File: config.mk
export PLATFORM = sky130hd
export DESIGN_NAME = multicycle_controller
export DESIGN_NICKNAME = d
export VERILOG_FILES = /design/src/rtl/ctrl_pkg.sv /design/src/rtl/alu_decoder.sv /design/src/rtl/multicycle_controller.sv
export SDC_FILE = /design/constraint.sdc
export NUM_CORES = 1
export LEC_CHECK = 0
export CORE_UTILIZATION = 30
export CTS_BUF_LIST = sky130_fd_sc_hd__clkbuf_4
export DETAILED_ROUTE_END_ITERATION = 8
export SYNTH_ARGS = -nofsm -noshare
export SYNTH_HDL_FRONTEND = slang
export SYNTH_HIERARCHICAL = 1
export SYNTH_SLANG_ARGS = --single-unit
File: constraint.sdc
create_clock -name clk -period 1.7 [get_ports clk]
set_input_delay 0.17 -clock clk [delete_from_list [all_inputs] [get_ports clk]]
set_output_delay 0.17 -clock clk [all_outputs]
set_load 0.02 [all_outputs]
File: src/rtl/ctrl_pkg.sv
// Shared definitions for the multicycle RV32I control unit: state encodings,
// opcodes, ALUOp codes and the ALUControl encoding driven to the ALU.
package ctrl_pkg;

    localparam int unsigned CTRL_STATE_W = 4;

    typedef enum logic [CTRL_STATE_W-1:0] {
        FETCH,
        DECODE,
        MEMADR,
        MEMREAD,
        MEMWB,
        MEMWRITE,
        EXECUTER,
        EXECUTEI,
        ALUWB,
        BEQ,
        JAL
    } state_e;

    localparam logic [6:0] OP_LW  = 7'b0000011;
    localparam logic [6:0] OP_SW  = 7'b0100011;
    localparam logic [6:0] OP_R   = 7'b0110011;
    localparam logic [6:0] OP_I   = 7'b0010011;
    localparam logic [6:0] OP_JAL = 7'b1101111;
    localparam logic [6:0] OP_BEQ = 7'b1100011;

    localparam logic [1:0] ALUOP_ADD   = 2'b00;
    localparam logic [1:0] ALUOP_SUB   = 2'b01;
    localparam logic [1:0] ALUOP_FUNCT = 2'b10;

    localparam logic [2:0] ALU_ADD = 3'b000;
    localparam logic [2:0] ALU_SUB = 3'b001;
    localparam logic [2:0] ALU_AND = 3'b010;
    localparam logic [2:0] ALU_OR  = 3'b011;
    localparam logic [2:0] ALU_SLT = 3'b101;

endpackage

File: src/rtl/alu_decoder.sv
// ALU decoder: maps ALUOp/funct3/op[5]/funct7b5 to the 3-bit ALUControl.
// Ports: alu_op, funct3, op5, funct7b5 in; alu_control_c, bad_funct_c out
// (bad_funct_c flags an unsupported funct3 while ALUOp selects funct decode).
module alu_decoder
    import ctrl_pkg::*;
(
    input  logic [1:0] alu_op,
    input  logic [2:0] funct3,
    input  logic       op5,
    input  logic       funct7b5,
    output logic [2:0] alu_control_c,
    output logic       bad_funct_c
);

    always_comb begin
        alu_control_c = ALU_ADD;
        bad_funct_c   = 1'b0;
        case (alu_op)
            ALUOP_ADD: alu_control_c = ALU_ADD;
            ALUOP_SUB: alu_control_c = ALU_SUB;
            ALUOP_FUNCT: begin
                case (funct3)
                    // Only R-type (op[5]=1) uses funct7b5 to pick sub.
                    3'b000:  alu_control_c = (op5 & funct7b5) ? ALU_SUB : ALU_ADD;
                    3'b010:  alu_control_c = ALU_SLT;
                    3'b110:  alu_control_c = ALU_OR;
                    3'b111:  alu_control_c = ALU_AND;
                    default: bad_funct_c   = 1'b1;
                endcase
            end
            default: alu_control_c = ALU_ADD;
        endcase
    end

endmodule

File: src/rtl/multicycle_controller.sv
// Moore FSM control unit for the multicycle RV32I core.
// Inputs: clk, reset (async, active-high), op, funct3, funct7b5, zero.
// Outputs: PCWrite, AdrSrc, MemWrite, IRWrite, RegWrite, ResultSrc, ALUSrcA,
// ALUSrcB, ImmSrc, ALUControl, illegal (one-cycle pulse).
// Optional: CTRL_BNE_EN makes the branch state also handle bne (funct3=001).
module multicycle_controller
    import ctrl_pkg::*;
#(
    parameter int unsigned STATE_W = CTRL_STATE_W
) (
    input  logic       clk,
    input  logic       reset,
    input  logic [6:0] op,
    input  logic [2:0] funct3,
    input  logic       funct7b5,
    input  logic       zero,
    output logic       PCWrite,
    output logic       AdrSrc,
    output logic       MemWrite,
    output logic       IRWrite,
    output logic       RegWrite,
    output logic [1:0] ResultSrc,
    output logic [1:0] ALUSrcA,
    output logic [1:0] ALUSrcB,
    output logic [1:0] ImmSrc,
    output logic [2:0] ALUControl,
    output logic       illegal
);

    logic [STATE_W-1:0] state_q;
    state_e             state_cur;
    state_e             state_d;

    logic       pc_update_c;
    logic       branch_c;
    logic       mem_write_c;
    logic       ir_write_c;
    logic       reg_write_c;
    logic       exec_c;
    logic       decode_bad_c;
    logic [1:0] alu_op_c;
    logic       bad_funct_c;
    logic       take_branch_c;
    logic       branch_bad_c;

    assign state_cur = state_e'(state_q);

    // State register; reset lands in FETCH immediately.
    always_ff @(posedge clk or posedge reset) begin
        if (reset) begin
            state_q <= STATE_W'(FETCH);
        end else begin
            state_q <= STATE_W'(state_d);
        end
    end

    // Next state and Moore outputs.
    always_comb begin
        state_d      = FETCH;
        pc_update_c  = 1'b0;
        branch_c     = 1'b0;
        mem_write_c  = 1'b0;
        ir_write_c   = 1'b0;
        reg_write_c  = 1'b0;
        exec_c       = 1'b0;
        decode_bad_c = 1'b0;
        alu_op_c     = ALUOP_ADD;
        AdrSrc       = 1'b0;
        ResultSrc    = 2'b00;
        ALUSrcA      = 2'b00;
        ALUSrcB      = 2'b00;
        case (state_cur)
            FETCH: begin
                state_d     = DECODE;
                ir_write_c  = 1'b1;
                pc_update_c = 1'b1;
                ALUSrcB     = 2'b10;
                ResultSrc   = 2'b10;
            end
            DECODE: begin
                ALUSrcA = 2'b01;
                ALUSrcB = 2'b01;
                case (op)
                    OP_LW, OP_SW: state_d = MEMADR;
                    OP_R:         state_d = EXECUTER;
                    OP_I:         state_d = EXECUTEI;
                    OP_JAL:       state_d = JAL;
                    OP_BEQ:       state_d = BEQ;
                    default:      decode_bad_c = 1'b1;
                endcase
            end
            MEMADR: begin
                state_d = (op == OP_LW) ? MEMREAD : MEMWRITE;
                ALUSrcA = 2'b10;
                ALUSrcB = 2'b01;
            end
            MEMREAD: begin
                state_d = MEMWB;
                AdrSrc  = 1'b1;
            end
            MEMWB: begin
                ResultSrc   = 2'b01;
                reg_write_c = 1'b1;
            end
            MEMWRITE: begin
                AdrSrc      = 1'b1;
                mem_write_c = 1'b1;
            end
            EXECUTER: begin
                state_d  = ALUWB;
                exec_c   = 1'b1;
                ALUSrcA  = 2'b10;
                alu_op_c = ALUOP_FUNCT;
            end
            EXECUTEI: begin
                state_d  = ALUWB;
                exec_c   = 1'b1;
                ALUSrcA  = 2'b10;
                ALUSrcB  = 2'b01;
                alu_op_c = ALUOP_FUNCT;
            end
            ALUWB: begin
                reg_write_c = 1'b1;
            end
            BEQ: begin
                branch_c = 1'b1;
                ALUSrcA  = 2'b10;
                alu_op_c = ALUOP_SUB;
            end
            JAL: begin
                state_d     = ALUWB;
                pc_update_c = 1'b1;
                ALUSrcA     = 2'b01;
                ALUSrcB     = 2'b10;
            end
            default: state_d = FETCH;
        endcase
    end

    // Branch condition; zero reflects rs1 - rs2 computed in the branch state.
`ifdef CTRL_BNE_EN
    assign branch_bad_c  = (funct3[2:1] != 2'b00);
    assign take_branch_c = ~branch_bad_c & (zero ^ funct3[0]);
`else
    assign branch_bad_c  = (funct3 != 3'b000);
    assign take_branch_c = ~branch_bad_c & zero;
`endif

    // Immediate format follows the opcode alone.
    always_comb begin
        ImmSrc = 2'b00;
        case (op)
            OP_SW:   ImmSrc = 2'b01;
            OP_BEQ:  ImmSrc = 2'b10;
            OP_JAL:  ImmSrc = 2'b11;
            default: ImmSrc = 2'b00;
        endcase
    end

    alu_decoder u_alu_decoder (
        .alu_op        (alu_op_c),
        .funct3        (funct3),
        .op5           (op[5]),
        .funct7b5      (funct7b5),
        .alu_control_c (ALUControl),
        .bad_funct_c   (bad_funct_c)
    );

    // Write enables and illegal are suppressed while reset is held.
    assign PCWrite  = ~reset & (pc_update_c | (branch_c & take_branch_c));
    assign MemWrite = ~reset & mem_write_c;
    assign IRWrite  = ~reset & ir_write_c;
    assign RegWrite = ~reset & reg_write_c;
    assign illegal  = ~reset & (decode_bad_c | (exec_c & bad_funct_c) |
                                (branch_c & branch_bad_c));

endmodule

After elaboration in Yosys (flattened, before gate mapping)
Cells that the tools add are included. W data, S select, Z words.

Bitwise logic cells: 15. Reductions and logical operators: 14. Multiplexer cells: 22. Equality and inequality tests: 21.

Operators by type and width (number): $pmux W4 S5 (2); $eq A4 B3 Y1 const B (4); $pmux W2 S2 (4); $eq A7 B6 Y1 const B (2); $eq A7 B7 Y1 const B (2); $eq A4 B4 Y1 const B (3); $mux W1 (12); $pmux W3 S4 (1); $reduce_or A2 Y1 (6); $and A1 B1 Y1 (10); $eq A4 B2 Y1 const B (2); $reduce_or A4 Y1 (2); $eq A7 B2 Y1 const B (1); $eq A7 B5 Y1 const B (1); $eq A3 B3 Y1 const B (2); $pmux W2 S3 (1); $pmux W3 S2 (1); $reduce_or A3 Y1 (2); $reduce_or A6 Y1 (1); $eq A4 B1 Y1 const B (1); $logic_not A4 Y1 (1); $eq A3 B2 Y1 const B (1); $logic_not A3 Y1 (1); $mux W3 (1); other kinds (5) (8).

Bits in registers: 4. Output and inout bits: 17. Bits of input ports: 14. Logic and storage cells: 73.

Depth between registers and ports, before layout
Depth after elaboration: 9. Mapped depth: 6. Mapped depth without buffers: 6.

By module
The synthesis kept the hierarchy.

Modules (own cells, without submodules): multicycle_controller (times used 1, cells an instance 66, sequential area each 100.1 µm², area each 559.3 µm²); alu_decoder (times used 1, cells an instance 15, sequential area each 0.0 µm², area each 112.6 µm²).

Worst setup path before layout
No wires, ideal clock.

Kind: reg2out. Start point: register state_q[2], in the netlist state_cur[2]. End point: output port ALUControl[2]. Data required time: 1.530 ns. Stages on the path, launching flop included: 5. Path buffers: 0. Slack: -0.294 ns. Arrival time: 1.824 ns. Cells stage by stage: dfrtp_1 > and4bb_4 > inv_1 > ha_1 > nor4_1.

Word-level cells in the longest chain between the ends: 5. Elaborated cells on any way between the ends: 8. Classes of those cells: eq/ne (5); mux (2); reduce/logical (1).

RTL lines: start: declaration (line multicycle_controller.sv:30) `logic [STATE_W-1:0] state_q;`; start signal: assignment (line multicycle_controller.sv:51) `state_q <= STATE_W'(FETCH);`; start signal: assignment (line multicycle_controller.sv:53) `state_q <= STATE_W'(state_d);`; $eq A4 B3 Y1 (line multicycle_controller.sv:72) `case (state_cur)`; $reduce_or A2 Y1 (no line); $pmux W2 S2 (*) (line multicycle_controller.sv:72); via alu_op_c[0] (line multicycle_controller.sv:41) `logic [1:0] alu_op_c;`; $eq A2 B2 Y1 / $eq A2 B1 Y1 (equally long branches) (line alu_decoder.sv:18) `case (alu_op)`; $pmux W3 S2 (*) (line alu_decoder.sv:18); end: declaration (line multicycle_controller.sv:26) `output logic [2:0] ALUControl,`.

The timed path passes the listed nets; every way through them passes the cells marked *.

Final worst setup path
Start point: register state_q[2], in the netlist state_cur[2]. End point: output port ALUControl[1].

Same word-level chain as after synthesis.

==> impl_metrics.csv <==
group,metric,value,unit
status,status,"finished with violations",
status,violations,"setup timing",
route,wl_per_cell,13.3,µm
setup_path,cp_cell_sequence,"and4bb_4, inv_2, ha_4, buf_4, buf_4, and3_4, buf_6",
setup_path,cpMostUsedCell,"buf_4",
sta,max_slew_margin,80.7,%
setup_path,start_kind,"register",
route,wl_met1,970,µm
logic_synthesis,syn_area_per_cell,8.29,µm²
floorplanning,die_y,49.3,µm
place,gp_congestion,0.852,
logic_synthesis,synth_top_family_by_area,"simple AND/OR/NAND/NOR gates",
logic_synthesis,synth_largest_area_cell,"dfrtp_1",
layout,n_antenna_cell,0,
setup_path,slowest_stage,"dfrtp_1",
place,dp_hpwl,1680,µm
sta,post-route-period-util,111,%
place,place.detailed.instances,164,
route,route.detailed.drc,0,
logic_synthesis,synth_edf_count,0,
floorplanning,pin_count,31,
logic_synthesis,seq_area_frac_synth,14.9,%
logic_synthesis,netlist_top_cells_area,"dfrtp_1 (15%), inv_1 (3.9%), xor2_1 (3.9%), ha_1 (3.7%), nor3_1 (3.7%)",
global_routing,grt_antenna_before_repair,0,
logic_synthesis,synth_xor_area_share,5.21,%
setup_path,worstSetupPathType,"register to primary output",
logic_synthesis,synth_compound_area_share,23.1,%
layout,final_core_util,66.7,%
sta,setup_slack,-0.192,ns
sta,rsz0062_at_grt,"true",
logic_synthesis,synthAdderAreaFrac,3.72,%
global_routing,grt_overflow,0,
worst_hold_path,min_path_type,"input port to asynchronous set/reset pin",
route,routed_wl,2290,µm
logic_synthesis,syn_area,672,µm²
global_routing,grt_pass1_vias,814,
logic_synthesis,synthCells,81,
logic_synthesis,yosysMostFrequentCell,"inv_1",
logic_synthesis,ys_async_sr_fraction,100,%
floorplanning,rows,16,
floorplanning,dieWidth,49.3,µm
layout,largest_register_ffs,4,
flow_run,maxCapViolCount,0,
logic_synthesis,synth_nets,97,
place,portBuffers,30,
global_routing,grt_first_pass_wirelength,3570,µm
route,via_count,859,
sta,fin_skew,0.00159,ns
route,vias_per_cell,4.99,
power,p_per_area,623,mW/mm²
floorplanning,dieArea,0.00243,mm²
setup_path,endpoint_kind,"primary output",
route,antenna_left,0,
route,wl_met2,1170,µm
floorplanning,core,0.00204,mm²
setup_path,path_delay_family,"simple AND/OR/NAND/NOR gates",
cts,cts.clk_slew.worst_paths,0.04,ns
setup_path,cp_slowest_stage_delay,0.37,ns
logic_synthesis,yosys.area_share.simple,44.5,%
cts,cts_sinks,4,
layout,syn_to_final_growth,103,%
power,power_leakage,0.000617,µW
layout,seqCellArea,100,µm²
sta,setup_viol,5,
setup_path,cp_num_buf_inv,4,
layout,final_cells,172,
sta,slew_viol_final,0,
cts,clockRootBuffer,"clkbuf_4",
logic_synthesis,synth_cell_types,45,
cts,cts_max_path_buffers,2,
power,p_total,849,µW
power,peakVddDrop,0.422,mV
cts,cts_tree,"built",
cts,numCtsBuffers,3,
floorplanning,start_util,32.9,%
layout,fillers,185,
sta,worst_slew_pin_slew,0.289,ns
global_routing,grt_use_total,19.1,%
cts,clkLatencyLatePin,0.25,ns
sta,hold_viol_final,0,
logic_synthesis,synth_top_cell_area_share,14.9,%
layout,multi_input_area,638,µm²
layout,layout-drive-gt1-share,55.2,%
logic_synthesis,ys_ff_latch,4,
route,wl_met3,106,µm
setup_path,worstPathRequired,1.53,ns
logic_synthesis,ys_warn_count,6,
logic_synthesis,synthMuxAreaShare,0,%
sta,max_freq,0.529,GHz
logic_synthesis,synth_flop_cell,"dfrtp_1",
logic_synthesis,synth_commonest_cells,"inv_1 (7), nor3_1 (5), a21oi_1 (4), dfrtp_1 (4), nand2_1 (4)",
route,drt_pass1_iterations,4,
sta,min_period,1.89,ns
layout,fin_nets,163,
setup_path,arrival,1.72,ns
cts,cts_hold_buffers,0,
route,drt_first_iter_violations,11,
setup_path,path_max_fanout,2,
cts,cts_max_level,1,
route,highest_layer,"met4",
place,pre_cts_ws,-0.457,ns
global_routing,grt_max_degree,16,
logic make-up (layout without fill, tap and decap cells):
logic type / Yosys count / in the layout
AOI/OAI and AO/OA: 19 / 19
buffers and inverters: 11 / 75
and+or+nand+nor: 41 / 41
xor gates and xnor gates: 4 / 4
DFF: 4 / 4
adders and majority gates: 2 / 2
metrics by stage:
stage	setup TNS (ns)	hold WS [ns]	cell area [µm²]
3_5_place_dp	-3.71	0.572	1210
4_1_cts	-0.801	0.325	1260
5_1_grt	-1.17	0.371	1360
3_3_place_gp	-3.49	0.584	1210
6_report	-0.696	0.368	1360
2_1_floorplan	0	-0.0474	687
cells in the final DEF (no fill, tap or decap), drive strengths merged, types with 2 or more instances in the layout:
master	count
buf	50
nor3b	3
nand3	2
dfrtp	4
xor2	3
and3b	2
or3	2
nor2	3
and4bb	2
nand2	4
nor3	5
clkbuf	3
inv	7
a21oi	4
clkdlybuf4s50	12
o21ai	2
nor4b	4
ha	2
nand2b	3
and3	3
nor4	2
or2b	2
power breakdown:
part | internal, µW | leakage, µW | total [µW] | switching, µW
registers | 110 | 0.0000537 | 121 | 11.3
clock network | 79.5 | 0.0000138 | 127 | 47.2
logic | 303 | 0.000549 | 602 | 299
layer usage:
layer	vias to the layer above	track usage [%]
met2	26	32.4
met3	5	3.12
met5	-	0
met1	396	23.2
met4	0	8.82
li1	432	-
layout make-up:
class,count,share of cell area [%]
inverters,7,1.93
flip-flops and latches,4,7.35
clock buffers,3,1.65
well taps,27,2.48
multi-input cells,66,46.8
repair buffers,65,39.8
tightest hold or removal path, stage by stage:
cell and delay (ns):
clkdlybuf4s50_1 0.51, inv_1 0.11, buf_4 0.14
repair_timing:
action,in CTS,in global routing
cloned,0,0
endpoints found under the hold margin,0,0
pin swaps,7,10
buffers inserted,3,2
setup endpoints to repair,17,16
resized for setup,85,25
path summary, 6_finish.rpt:
kind / slack, ns / from / cells after the start / end
setup / recovery: -0.19 / state_cur[2]$_DFF_PP0_ / 7 / ALUControl[1]
hold / removal: 0.37 / reset / 3 / state_cur[0]$_DFF_PP0_
setup reg to reg: 0.34 / state_cur[2]$_DFF_PP0_ / 6 / state_cur[1]$_DFF_PP0_
hold reg to reg: 0.67 / state_cur[0]$_DFF_PP0_ / 2 / state_cur[0]$_DFF_PP0_
max in group asynchronous: 1.23 / reset / 3 / state_cur[2]$_DFF_PP0_
min in group clk: 0.43 / op[6] / 4 / state_cur[1]$_DFF_PP0_
Power figures use the tool's default switching activity.
